$ cat config.mk
export PLATFORM = sky130hd
export DESIGN_NAME = evt6_sticky_latch
export DESIGN_NICKNAME = d
export VERILOG_FILES = /design/src/rtl/evt6_sticky_latch.sv
export SDC_FILE = /design/constraint.sdc
export NUM_CORES = 1
export LEC_CHECK = 0
export CELL_PAD_IN_SITES_DETAIL_PLACEMENT = 0
export CELL_PAD_IN_SITES_GLOBAL_PLACEMENT = 2
export CORE_UTILIZATION = 33
export CTS_BUF_LIST = sky130_fd_sc_hd__clkbuf_2 sky130_fd_sc_hd__clkbuf_4 sky130_fd_sc_hd__clkbuf_8
export DETAILED_ROUTE_END_ITERATION = 7
export PLACE_DENSITY = 0.81
export SYNTH_ARGS = -nofsm -noshare
export SYNTH_HDL_FRONTEND = slang
export SYNTH_SLANG_ARGS = --single-unit
export TNS_END_PERCENT = 10
$ cat constraint.sdc
create_clock -name CK -period 2.4 [get_ports CK]
set_input_delay 0.48 -clock CK [delete_from_list [all_inputs] [get_ports CK]]
set_output_delay 0.48 -clock CK [all_outputs]
set_load 0.005 [all_outputs]
$ cat src/rtl/evt6_sticky_latch.sv
// Six-line event capture: per-line synchronizer, edge/level capture, sticky W1C flags,
// registered masked OR output and first-event index for diagnosis.
module evt6_sticky_latch #(
    parameter int SYNC_STAGES = 2,
    parameter bit EDGE_MODE   = 1'b1
) (
    input  logic       CK,
    input  logic       RN,
    input  logic [5:0] A,
    input  logic [5:0] MASK,
    input  logic [5:0] CLR,
    output logic [5:0] Q,
    output logic       Z0,
    output logic       FV,
    output logic [2:0] FIRST
);

    logic [SYNC_STAGES-1:0][5:0] sync_r;
    logic [5:0] prev_r;
    logic [5:0] q_r;
    logic       z0_r;
    logic       fv_r;
    logic [2:0] first_r;

    logic [5:0] sync_s;
    logic [5:0] cap_s;
    logic [5:0] q_next_s;
    logic       z0_next_s;
    logic       fv_next_s;
    logic [2:0] first_next_s;

    // Lowest set bit wins when several lines capture on the same edge.
    function automatic logic [2:0] lowest_idx(input logic [5:0] v);
        logic [2:0] idx;
        casez (v)
            6'b?????1: idx = 3'd0;
            6'b????10: idx = 3'd1;
            6'b???100: idx = 3'd2;
            6'b??1000: idx = 3'd3;
            6'b?10000: idx = 3'd4;
            6'b100000: idx = 3'd5;
            default:   idx = 3'd0;
        endcase
        return idx;
    endfunction

    assign sync_s = sync_r[SYNC_STAGES-1];

    // Synchronizer chains plus one-cycle history of the synchronized level.
    always_ff @(posedge CK or negedge RN) begin
        if (!RN) begin
            sync_r <= '0;
            prev_r <= 6'b000000;
        end else begin
            sync_r <= {sync_r[SYNC_STAGES-2:0], A};
            prev_r <= sync_s;
        end
    end

    // Capture, sticky flag update (set beats clear) and first-event tracking.
    always_comb begin
        cap_s        = 6'b000000;
        q_next_s     = 6'b000000;
        z0_next_s    = 1'b0;
        fv_next_s    = fv_r;
        first_next_s = first_r;

        if (EDGE_MODE) begin
            cap_s = sync_s & ~prev_r;
        end else begin
            cap_s = sync_s;
        end

        q_next_s  = cap_s | (q_r & ~CLR);
        z0_next_s = |(q_next_s & MASK);

        if (q_next_s == 6'b000000) begin
            fv_next_s    = 1'b0;
            first_next_s = 3'd0;
        end else if (!fv_r) begin
            // FV low implies no flags were set, so a capture is the only way in.
            fv_next_s    = 1'b1;
            first_next_s = lowest_idx(cap_s);
        end else begin
            fv_next_s    = fv_r;
            first_next_s = first_r;
        end
    end

    // Output registers; every output comes straight from a flop.
    always_ff @(posedge CK or negedge RN) begin
        if (!RN) begin
            q_r     <= 6'b000000;
            z0_r    <= 1'b0;
            fv_r    <= 1'b0;
            first_r <= 3'd0;
        end else begin
            q_r     <= q_next_s;
            z0_r    <= z0_next_s;
            fv_r    <= fv_next_s;
            first_r <= first_next_s;
        end
    end

    assign Q     = q_r;
    assign Z0    = z0_r;
    assign FV    = fv_r;
    assign FIRST = first_r;

endmodule

Word-level counts from Yosys, hierarchy flattened
Index checks and enable logic that the tools add are counted.

Flip-flop bits (word level): 29. Input port bits: 20. Output and inout port bits: 11. Word-level logic and storage cells: 25.

Equality and inequality tests: 6. Multiplexer cells: 4. Bitwise logic cells: 6. Reductions and logical operators: 2.

Operator list (number): $and A6 B6 Y6 (3); $pmux W3 S5 (1); $not A6 Y6 (2); $eq A6 B6 Y1 const B (1); $logic_not A6 Y1 (1); $mux W3 (2); $or A6 B6 Y6 (1); $reduce_or A6 Y1 (1); $eq A5 B5 Y1 const B (1); $eq A4 B4 Y1 const B (1); $eq A3 B3 Y1 const B (1); $eq A2 B2 Y1 const B (1); $ne A2 B1 Y1 const B (1); $mux W1 (1).

Longest topological paths before layout
Depth in word-level cells: 6. Gate-level depth with buffers: 4. Gate-level depth less buffers: 4.

Least setup slack after synthesis
Ideal clock, no wire load.

Path type: input to register. Start point: in CLR[4]. End point: reg first_r[0], in the netlist FIRST[0]. Setup time: 0.130 ns. Data arrival time: 1.104 ns. Slack: 1.166 ns. Cell stages on the path: 4. Path through: inv_1 a21o_4 nor4_4 nor2_1.

Cells in the longest elaborated chain, start to end: 5. Elaborated cells on any way between the ends: 6.

RTL lines: start: declaration (RTL line 11) `input logic [5:0] CLR,`; $not A6 Y6 (*) (RTL line 74) `q_next_s = cap_s | (q_r & ~CLR);`; $and A6 B6 Y6 (*) (RTL line 74); $or A6 B6 Y6 (*) (RTL line 74); net q_next_s[4] (RTL line 27) `logic [5:0] q_next_s;`; $logic_not A6 Y1 (*) (RTL line 77) `if (q_next_s == 6'b000000) begin`; $ne A2 B1 Y1 (no source line) / $mux W3 (equally long branches); end signal: assignment (RTL line 101) `first_r <= first_next_s;`; end: declaration (RTL line 23) `logic [2:0] first_r;`.

The timed path passes the listed nets; every way through them passes the cells marked *. A chain may end at the register's enable or synchronous reset.

Final worst setup path
Start point: reg fv_r, in the netlist FV. End point: out FV.

RTL lines: start: declaration (RTL line 22) `logic fv_r;`; start signal: assignment (RTL line 100) `fv_r <= fv_next_s;`; end: declaration (RTL line 14) `output logic FV,`.

No word-level cell between the ends.

==> reports/results.ini <==
[logic_synthesis]
synth_edf_count=0
synth_common_cells=dfrtp_1, nand2b_1, inv_1
synth.most_common_cell=dfrtp_1
syn_nets=89
ys_seq_elements=29
ys_seq_area_share_pct=72.5
synth-xor-area-share_pct=0
avgSynthCellArea_um2=14.5
synth_area_leader_cell=dfrtp_1
synth_compound_area_share_pct=10.9
synth.area.top_cells=dfrtp_1, nand2b_1, a22oi_1, nor4_4, inv_1
yosys.area_share.adder_pct=0
netlist_area_mm2=0.00100
synth_top_family_by_area=simple AND/OR/NAND/NOR gates
yosys.area_share.simple_pct=14.8
synth_top_area_share_pct=72.5
syn_inst=69
synthMuxAreaShare_pct=0
ys.flop_type=dfrtp_1
async_flop_share_pct=100
netlist-cell-type-count=22
ys.warnings.count=0

[routing]
wirelength_um=1840
drc=6
vias=645
first_pass_iters=7
drt_iter0_drc=15
final_antenna_net_count=0
wl_per_cell_um=13.2
viasPerCell=4.64

[floorplanning]
chipHeight_um=57.1
die-area_mm2=0.00326
start_util_pct=35.7
fp.dieW_um=57.1
rows=19
core_area_mm2=0.00281
ioPinCount=31

[placement]
hpwl_um=1350
dp.cells=131
place_ws_ns=0.621
portBuffers=30
gp_congestion=0.802

[timing]
worst_pin_slew_ns=0.381
fmax_mhz=562
finalCriticalPeriod_ns=1.78
timing.final.crit_share_pct=74.1
grt_setup_unrepaired=false
final.setup.tns_ns=0
drv_slew=0
finalHoldViolations=0
setup_ws_ns=0.621
setup_violations=0
timing.slew.headroom_pct=73.9
finClkSkew_ns=0.00597
fin_hold_ws_ns=0.353

[setup_path]
cp_top_family=buffers and inverters
required_ns=1.92
critical_path.slowest_cell=clkdlybuf4s50_1
crit_buf_inv=1
endpoint_kind=output pin
rrSetupSlack_ns=1.12
cp_cell_sequence=clkdlybuf4s50_1
cp.arrival_ns=1.30
crit_fanout=7
cp-start-kind=flip-flop
cpPeakStageDelay_ns=0.54
path_class=flip-flop to output pin

[global_routing]
grt_start_max_net_pins=30
grt_antenna_before_repair=0
grt_pass1_wl_um=3140
met2_usage_pct=20.5
grt_pass1_vias=691
busiest_layer=met2
gr-total-overflow=0
use_met1_pct=16.5
grt_use_met3_pct=7.26
grt_util_all_layers_pct=13.8

[cells_and_area]
fin_cells=139
antenna_cells=0
nFillCells=269
drive_gt1_share_pct=13.0
finalNetCount=127
area_delta_synth_final_pct=41.6
post-route-util_pct=50.5

[run_status]
violations=DRC
outcome=complete, but fails checks

[pwr]
leakage_nw=0.614
ir_drop_uv=465
powerDensity_mw_per_mm2=727

[clock_tree]
ctsLongestPathBuffers=2
cts.repair.resized=0
hold_buffers=0
clk_pin_slew_worst_paths_ns=0.09
cts_setup_buffers=0
htreeDepth=2
clk_latency_ns=0.32
numCtsBuffers=5
cts.sinks=29
cts_tree=built
cts_root_buf=clkbuf_4

[hold_path]
hold_class=flip-flop to flip-flop

[job]
cap_violations=0

==> cell families (layout without fill, tap and decap cells) <==
family / count (synthesis) / in the layout
compound gates: 14 / 14
buf+inv: 5 / 44
flops: 29 / 29
simple gates: 21 / 21
==> layer usage <==
layer / vias up / wire (um)
li1: 316 / -
met2: 24 / 867
met4: 0 / 34
met5: - / 0
met1: 300 / 809
met3: 5 / 130
==> power breakdown <==
part	total, mW	internal (mW)	switching, mW
Clock	0.328	0.170	0.158
Combinational	0.155	0.0966	0.0580
Sequential	0.548	0.528	0.0202
==> path summary, 6_finish.rpt <==
path,startpoint,end,cells after the start
max in group asynchronous,RN,FIRST[1],2
setup / recovery,FV,FV,1
hold reg to reg,sync_r[3],sync_s[3],0
hold / removal,sync_r[3],sync_s[3],0
min in group asynchronous,RN,Q[2],2
setup reg to reg,sync_s[4],FIRST[1],4
==> through the flow <==
step           instance area, um2  total power [mW]
5_1_grt                      1420              1.09
3_5_place_dp                 1350             0.716
6_report                     1420              1.03
2_1_floorplan                1000             0.609
3_3_place_gp                 1350             0.713
4_1_cts                      1420              1.05
==> area by class of cell <==
type	count	area, um2	area share [%]
Clock inverter	1	5.00	0.353
Inverter	5	18.8	1.32
Timing Repair Buffer	31	308	21.7
Clock buffer	7	65.1	4.59
Sequential cell	29	726	51.2
Multi-Input combinational cell	35	256	18.1
Tap cell	31	38.8	2.74
==> placed cells by master, fill, tap and decap left out, types with 2 or more instances in the layout <==
cell,n
o21ai_0,2
nor2_1,2
nand2b_1,7
o21ai_1,2
inv_1,5
a22oi_1,3
dfrtp_1,29
clkbuf_4,5
clkdlybuf4s50_1,30
a21oi_1,2
clkbuf_8,2
nand2_1,3
nor2b_1,2
==> state kept, by name, indices dropped and copies added, names as in the netlist <==
name,count
sync_s,6
prev_r,6
Z0,1
FIRST,3
sync_r,6
Q,6
FV,1
(Power assumes the default switching activity.)
